`src/rtl/uart_pkg.sv`:
```
// Shared UART definitions: frame state encoding and default bit timing.
// Used by the transmit controller and intended for the receive side as well.
package uart_pkg;

  // 100 MHz system clock at 115200 baud.
  localparam int unsigned CLKS_PER_BIT_DEFAULT = 868;

  typedef enum logic [2:0] {
    StIdle,
    StStart,
    StData,
    StParity,
    StStop
  } uart_state_e;

endpackage

```
`src/rtl/uart_baud_counter.sv`:
```
// Bit-period counter: counts clk cycles within one bit and flags the last cycle.
// A synchronous clear restarts the period; the count also wraps after bit_end.
module uart_baud_counter
  import uart_pkg::*;
#(
  parameter int unsigned CLKS_PER_BIT = CLKS_PER_BIT_DEFAULT
) (
  input  logic clk,
  input  logic reset,
  input  logic clear,
  output logic bit_end
);

  localparam int unsigned CntW = $clog2(CLKS_PER_BIT);
  localparam logic [CntW-1:0] CntMax = CntW'(CLKS_PER_BIT - 1);

  logic [CntW-1:0] cnt_q, cnt_d;

  always_comb begin
    bit_end = (cnt_q == CntMax);
    cnt_d   = cnt_q + 1'b1;
    if (clear || bit_end) begin
      cnt_d = '0;
    end
  end

  always_ff @(posedge clk or negedge reset) begin
    if (!reset) begin
      cnt_q <= '0;
    end else begin
      cnt_q <= cnt_d;
    end
  end

endmodule

```
`src/rtl/uart_tx_ctrl.sv`:
```
// UART transmit frame controller: accepts a word, steps the serializer and drives the line.
// Define UART_TX_PARITY_EN to insert a parity bit between the data bits and the stop bit(s).
module uart_tx_ctrl
  import uart_pkg::*;
#(
  parameter int unsigned DATA_WIDTH   = 8,
  parameter int unsigned CLKS_PER_BIT = CLKS_PER_BIT_DEFAULT,
  parameter int unsigned STOP_BITS    = 1,
  parameter int unsigned PARITY_ODD   = 0
) (
  input  logic                          clk,
  input  logic                          reset,
  input  logic                          tx_valid,
  input  logic [DATA_WIDTH-1:0]         tx_data,
  output logic                          tx_ready,
  output logic [DATA_WIDTH-1:0]         parallel_data,
  output logic                          serial_enable,
  output logic [$clog2(DATA_WIDTH)-1:0] serial_data_index,
  input  logic                          serial_data,
  output logic                          tx_out,
  output logic                          tx_busy,
  output logic                          tx_done
);

  localparam int unsigned IdxW = $clog2(DATA_WIDTH);
  localparam logic [IdxW-1:0] LastData = IdxW'(DATA_WIDTH - 1);
  localparam logic [IdxW-1:0] LastStop = IdxW'(STOP_BITS - 1);

  if (CLKS_PER_BIT < 2) begin : g_bad_clks
    $error("CLKS_PER_BIT must be at least 2");
  end
  if (STOP_BITS < 1 || STOP_BITS > 2) begin : g_bad_stop
    $error("STOP_BITS must be 1 or 2");
  end
  if (PARITY_ODD > 1) begin : g_bad_parity
    $error("PARITY_ODD must be 0 or 1");
  end
  if (DATA_WIDTH < 2) begin : g_bad_width
    $error("DATA_WIDTH must be at least 2");
  end

  uart_state_e           state_q, state_d;
  logic [DATA_WIDTH-1:0] data_q, data_d;
  logic [IdxW-1:0]       idx_q, idx_d;
  // Counts data bits in DATA, then stop bits in STOP.
  logic [IdxW-1:0]       bit_cnt_q, bit_cnt_d;
  logic                  done_q, done_d;
  logic                  bit_end;
  logic                  baud_clear;

`ifdef UART_TX_PARITY_EN
  logic parity_q, parity_d;
`endif

  uart_baud_counter #(
    .CLKS_PER_BIT(CLKS_PER_BIT)
  ) u_baud (
    .clk    (clk),
    .reset  (reset),
    .clear  (baud_clear),
    .bit_end(bit_end)
  );

  always_comb begin
    state_d       = state_q;
    data_d        = data_q;
    idx_d         = idx_q;
    bit_cnt_d     = bit_cnt_q;
    done_d        = 1'b0;
    serial_enable = 1'b0;
    tx_ready      = 1'b0;
    tx_out        = 1'b1;
`ifdef UART_TX_PARITY_EN
    parity_d      = parity_q;
`endif

    unique case (state_q)
      StIdle: begin
        tx_ready = 1'b1;
        if (tx_valid) begin
          data_d    = tx_data;
          idx_d     = '0;
          bit_cnt_d = '0;
`ifdef UART_TX_PARITY_EN
          parity_d  = ^tx_data ^ PARITY_ODD[0];
`endif
          state_d   = StStart;
        end
      end
      StStart: begin
        tx_out = 1'b0;
        // Strobe on the last start cycle so the serializer holds bit 0 as DATA begins.
        if (bit_end) begin
          serial_enable = 1'b1;
          state_d       = StData;
        end
      end
      StData: begin
        tx_out = serial_data;
        if (bit_end) begin
          if (bit_cnt_q < LastData) begin
            serial_enable = 1'b1;
            bit_cnt_d     = bit_cnt_q + 1'b1;
          end else begin
            bit_cnt_d = '0;
`ifdef UART_TX_PARITY_EN
            state_d   = StParity;
`else
            state_d   = StStop;
`endif
          end
        end
      end
`ifdef UART_TX_PARITY_EN
      StParity: begin
        tx_out = parity_q;
        if (bit_end) begin
          state_d = StStop;
        end
      end
`endif
      StStop: begin
        tx_out = 1'b1;
        if (bit_end) begin
          if (bit_cnt_q == LastStop) begin
            done_d  = 1'b1;
            state_d = StIdle;
          end else begin
            bit_cnt_d = bit_cnt_q + 1'b1;
          end
        end
      end
      default: begin
        state_d = StIdle;
      end
    endcase

    if (serial_enable) begin
      idx_d = idx_q + 1'b1;
    end
  end

  assign baud_clear        = (state_d != state_q);
  assign tx_busy           = (state_q != StIdle);
  assign tx_done           = done_q;
  assign parallel_data     = data_q;
  assign serial_data_index = idx_q;

  always_ff @(posedge clk or negedge reset) begin
    if (!reset) begin
      state_q   <= StIdle;
      data_q    <= '0;
      idx_q     <= '0;
      bit_cnt_q <= '0;
      done_q    <= 1'b0;
    end else begin
      state_q   <= state_d;
      data_q    <= data_d;
      idx_q     <= idx_d;
      bit_cnt_q <= bit_cnt_d;
      done_q    <= done_d;
    end
  end

`ifdef UART_TX_PARITY_EN
  always_ff @(posedge clk or negedge reset) begin
    if (!reset) begin
      parity_q <= 1'b0;
    end else begin
      parity_q <= parity_d;
    end
  end
`endif

endmodule

```
`config.mk`:
```
export PLATFORM = sky130hd
export DESIGN_NAME = uart_tx_ctrl
export DESIGN_NICKNAME = d
export VERILOG_FILES = /design/src/rtl/uart_pkg.sv /design/src/rtl/uart_baud_counter.sv /design/src/rtl/uart_tx_ctrl.sv
export SDC_FILE = /design/constraint.sdc
export NUM_CORES = 1
export LEC_CHECK = 0
export ABC_CLOCK_PERIOD_IN_PS = 2700
export CAP_MARGIN = 40
export CORE_ASPECT_RATIO = 1.5
export CORE_UTILIZATION = 40
export CTS_BUF_LIST = sky130_fd_sc_hd__clkbuf_8 sky130_fd_sc_hd__clkbuf_16
export DETAILED_ROUTE_END_ITERATION = 16
export HOLD_SLACK_MARGIN = 0.06
export PLACE_DENSITY = 0.7
export RECOVER_POWER = 50
export SLEW_MARGIN = 20
export SYNTH_ARGS = -nofsm -noshare
export SYNTH_HDL_FRONTEND = slang
export SYNTH_SLANG_ARGS = --single-unit
```
`constraint.sdc`:
```
create_clock -name clk -period 2.7 [get_ports clk]
set_input_delay 0.54 -clock clk [delete_from_list [all_inputs] [get_ports clk]]
set_output_delay 0.54 -clock clk [all_outputs]
set_load 0.01 [all_outputs]
```
Word level (Yosys, flattened, before mapping)
Index checks and enable logic that the tools add are counted.
Operators by class
  add/subtract/negate cells: 3
  muxes and demuxes: 25
  equal/unequal tests: 9
  order comparisons: 1
  reductions and logical operators: 10
Operators by type and width (count)
  $mux 3: 13
  $pmux 3 s4: 1
  $add 10x1->10 const B: 1
  $eq 10x10->1 const B: 1
  $mux 10: 1
  $pmux 3 s3: 1
  $ne 2x2->1 const B: 4
  $mux 1: 7
  $add 3x1->3 const B: 2
  $logic_not 3->1: 2
  $reduce_bool 3->1: 2
  $reduce_and 5->1: 1
  $pmux 1 s2: 2
  $reduce_and 2->1: 2
  $reduce_bool 2->1: 2
  $eq 3x1->1 const B: 1
  $eq 3x2->1 const B: 1
  $eq 3x3->1 const B: 1
  $lt 3x3->1 const B: 1
  $ne 3x3->1: 1
  $logic_or 1x1->1: 1
Word-level totals
  register bits after elaboration: 28
  logic and storage cells: 54
  output and inout port bits: 16

Logic depth before layout (Yosys ltp)
  word-level depth: 7
  mapped depth: 6

Cells and area by module
A second synthesis with hierarchy kept.
Second synthesis, totals
  cell total of the unflattened synthesis: 146
  area, all modules: 1483.9 um2
Modules (own cells, without submodules)
  uart_tx_ctrl: instances 1, seq. area each 450.4 um2, cells each 94, area each 969.7 um2
  uart_baud_counter: instances 1, seq. area each 250.2 um2, cells each 52, area each 514.2 um2

Least setup slack after synthesis
OpenSTA, ideal clock, no wires.
  path kind: register to output
  start: register u_baud.cnt_q[7]
  end: output serial_enable
  arrival time: 1.575 ns
  setup slack: 0.585 ns
  cell stages (with the launch flop): 5
  required time: 2.160 ns
  cell sequence: dfrtp_1 > or3_1 > or4_4 > a211o_1 > inv_1
Between the ends
  longest elaborated chain between the ends: 3
Ends and longest elaborated chain
  start: declaration: line uart_baud_counter.sv:17  | logic [CntW-1:0] cnt_q, cnt_d;
  start signal: assignment: line uart_baud_counter.sv:31  | cnt_q <= cnt_d;
  $eq 10x10->1 (*): line uart_baud_counter.sv:20  | bit_end = (cnt_q == CntMax);
  $mux 1 (on tied branches): line uart_tx_ctrl.sv:100, uart_tx_ctrl.sv:93
  $pmux 1 s2 (*): line uart_tx_ctrl.sv:77  | unique case (state_q)
  end: declaration: line uart_tx_ctrl.sv:17  | output logic serial_enable,
Every way passes the cells marked *; elsewhere a longest branch is shown, timed or not.

Worst setup path in the final report
  start: input serial_data
  end: output tx_out
Between the ends
  longest elaborated chain between the ends: 1
Ends and longest elaborated chain
  start: declaration: line uart_tx_ctrl.sv:19  | input logic serial_data,
  $pmux 1 s2: line uart_tx_ctrl.sv:77
  end: declaration: line uart_tx_ctrl.sv:20  | output logic tx_out,
Every way passes these cells.

==> flow_summary.json <==
{
  "route.final.wire_length_um": 2900,
  "tns_ns": 0,
  "clkLatencyLatePin_ns": 0.28,
  "num-nets-final": 191,
  "maxCapViolCount": 1,
  "most-common-layout-cells": "28 x sky130_fd_sc_hd__dfrtp_1, 18 x sky130_fd_sc_hd__clkdlybuf4s50_1, 17 x sky130_fd_sc_hd__nor2_1",
  "yosysWarningCount": 0,
  "rows": 26,
  "n_fill_cell": 301,
  "post_synth.cell_area_avg_sq_um": 10.3,
  "critical_path.reg2reg.startpoint": "u_baud.cnt_q[7]$_DFF_PN0_",
  "cts_num_sinks": 28,
  "regToRegEndpoint": "bit_cnt_q[0]$_DFFE_PN0P_",
  "worst-path-max-fanout": 1,
  "ys_seq_elements": 28,
  "die_area_sq_um": 3800,
  "power_per_cell_area_nw_per_um2": 383,
  "cts_hold_buffers": 0,
  "die_width_um": 50.7,
  "height_of_the_chip_um": 75.0,
  "top_level_ports": 28,
  "arrival_worst_endpoint_ns": 2.04,
  "port-buffer-count": 27,
  "buffer_cell_driving_the_clock_tree_root": "sky130_fd_sc_hd__clkbuf_8",
  "detail_route.vias_per_cell": 5.21,
  "antenna_diode_count": 0,
  "run_status": "complete, but fails checks",
  "route.detailed.drc": 0,
  "cp-start-kind": "primary input",
  "grtUsageTotal_pct": 17.5,
  "final_clock_period_utilization_by_the_worst_path_pct": 95.7,
  "post_synth_num_cell_types": 35,
  "detailedRoute.firstPassIterationCount": 4,
  "grt_overflow": 0,
  "critical_path.endpoint_type": "output port",
  "finalClockSkew_ns": 0.00250,
  "core_sq_um": 3380,
  "dp.final_hpwl_um": 2170,
  "largest_delay_contributor_family_on_the_critical_path": "buffers and inverters",
  "htreeDepth": 1,
  "detailroute.via_count": 1125,
  "cpMostUsedCell": "sky130_fd_sc_hd__clkdlybuf4s50_1",
  "hold-path-endpoint": "parallel_data[5]$_DFFE_PN0P_",
  "layout.cells.most_common": "sky130_fd_sc_hd__dfrtp_1",
  "grt_first_pass_wirelength_um": 4960,
  "leak_pwr_nw": 0.877,
  "initial_core_util_pct": 42.0,
  "layout_min_cycle_time_ns": 2.58,
  "number_of_antenna_violations_at_the_first_check_in_global_routing": 0,
  "synthesis.instances": 138,
  "worstRegToRegCells": 5,
  "hold-path-cell-count": 1,
  "worst_ir_drop_vdd_mv": 0.342,
  "regArea_sq_um": 701,
  "drt_first_iter_violations": 33,
  "antenna_left": 0,
  "grt_setup_unrepaired": "no",
  "area_occupied_by_multi_input_gates_sq_um": 664,
  "path_cells": "clkdlybuf4s50_1 > or3b_2 > a21o_1 > clkdlybuf4s50_1",
  "slowest_delay_ns": 0.48,
  "timing.critical_path.buf_inv": 2,
  "finalMaxSlewViolations": 29,
  "area_delta_synth_final_pct": 29.8,
  "syn_nets": 154,
  "regToRegSetupSlack_ns": 0.67,
  "post_synth_instance_area_sq_um": 1420,
  "synth_sequential_area_ratio_pct": 49.3,
  "holdCritPathClass": "reg -> reg",
  "drive_above_1_share_pct": 14.4,
  "maximum_number_of_pins_on_one_net_before_global_route_repair": 29,
  "finalHoldViolCount": 0,
  "fmax_mhz": 387,
  "cp.required_ns": 2.16,
  "tightestPinTransition_ns": 1.53,
  "clkTransAtPathRegs_ns": 0.09,
  "first_global_vias": 1123,
  "hold_path_startpoint": "parallel_data[5]$_DFFE_PN0P_",
  "cts-buffers-inserted": 3,
  "max-slew-margin-rel_pct": -2.21,
  "power.total_w": 0.000705,
  "clock_path_buffers": 2,
  "max_stage_delay_cell_worst_path": "sky130_fd_sc_hd__clkdlybuf4s50_1",
  "avgRoutedWirePerCell_um": 13.4,
  "timing.setup.critical_path_class": "in -> out",
  "violations_in_the_final_reports": "capacitance limit, slew limit",
  "cts_tree": "built",
  "place_congestion": 0.890,
  "setup_violations": 0
}
cells by family (layout without fill, tap and decap cells):
logic type | count (synthesis) | after routing | share of synthesized area, %
and+or+nand+nor | 57 | 57 | 20.4
DFF | 28 | 28 | 49.3
AOI/OAI and AO/OA | 14 | 14 | 7.31
buffers and inverters | 13 | 49 | 4.05
muxes | 12 | 12 | 9.16
xor gates and xnor gates | 10 | 10 | 6.17
adders and majority gates | 4 | 4 | 3.52
metrics by stage:
| step | setup slack [ns] | std cells | area, sq um | hold WS [ns] | utilization (%) |
|---|---|---|---|---|---|
| floorplan | 0.585 | 138 | 1420 | 0.244 | - |
| global placement | 0.113 | 209 | 1770 | 0.467 | 52.3 |
| detailed placement | 0.125 | 209 | 1770 | 0.476 | 52.3 |
| CTS | 0.120 | 216 | 1850 | 0.517 | 54.6 |
| global route | 0.0225 | 216 | 1840 | 0.532 | 54.5 |
| finish | 0.117 | 216 | 1840 | 0.507 | 54.5 |
Yosys cell counts, drive strengths merged:
library cell | n | share of area (%)
a211o | 2 | 1.2
a21o | 1 | 0.53
a2bb2oi | 1 | 0.62
a31oi | 1 | 0.44
a41oi | 1 | 0.62
and3 | 1 | 0.44
buf | 2 | 1.1
clkbuf | 3 | 0.79
dfrtp | 28 | 49
ha | 4 | 3.5
inv | 8 | 2.1
mux2 | 8 | 6.3
mux2i | 4 | 2.8
nand2 | 9 | 2.4
nand2b | 3 | 1.3
nand3 | 9 | 3.2
nand3b | 2 | 1.1
nand4 | 2 | 0.88
nor2 | 17 | 4.5
nor2b | 2 | 0.88
nor3 | 3 | 1.1
nor4 | 2 | 0.88
o211ai | 1 | 0.53
o21a | 1 | 0.53
o21ai | 3 | 1.1
o31ai | 1 | 0.53
o32ai | 1 | 0.62
o41ai | 1 | 0.62
or3 | 3 | 1.3
or3b | 2 | 1.2
or4 | 2 | 1.3
xnor2 | 8 | 4.9
xor2 | 2 | 1.2
metal layers:
metal / global-route usage, % / vias to the layer above / part of all wire, %
met5: 0 / - / 0
met1: 20.5 / 558 / 40
met3: 2.42 / 4 / 2.0
met2: 31.7 / 13 / 56
li1: - / 550 / -
met4: 7.41 / 0 / 1.2
report_power, final:
part | internal, W | switching [W]
Clock | 0.000131 | 0.000130
Sequential | 0.000419 | 0
Combinational | 0.0000147 | 0.0000114
Total | 0.000564 | 0.000141
state kept, by name, summed over array words and instances, names as in the netlist:
signal	cells
bit_cnt_q	3
parallel_data	8
serial_data_index	3
state_q	3
tx_done	1
u_baud.cnt_q	10
cell type report:
| cell class | count | area share (%) |
|---|---|---|
| inverter | 8 | 1.63 |
| multi-input combinational | 97 | 36.0 |
| clock buffer | 4 | 2.99 |
| tap | 42 | 2.85 |
| sequential | 28 | 38.0 |
| timing repair buffer | 37 | 18.5 |
how the worst max path moves through the flow:
stage | cells past startpoint | startpoint | to
after floorplan | 4 | u_baud.cnt_q[7]$_DFF_PN0_ | serial_enable
after CTS | 5 | u_baud.cnt_q[7]$_DFF_PN0_ | serial_enable
after global placement | 4 | serial_data | tx_out
after detailed placement | 4 | serial_data | tx_out
final | 4 | serial_data | tx_out
after global routing | 6 | u_baud.cnt_q[1]$_DFF_PN0_ | serial_enable
repair_timing:
item / CTS / global route
buffers inserted: 3 / 0
hold endpoints to repair: 0 / 0
endpoints found under the setup margin: 1 / 0
resized for setup: 2 / 0
Note: power is estimated with default switching activity, not from simulation.
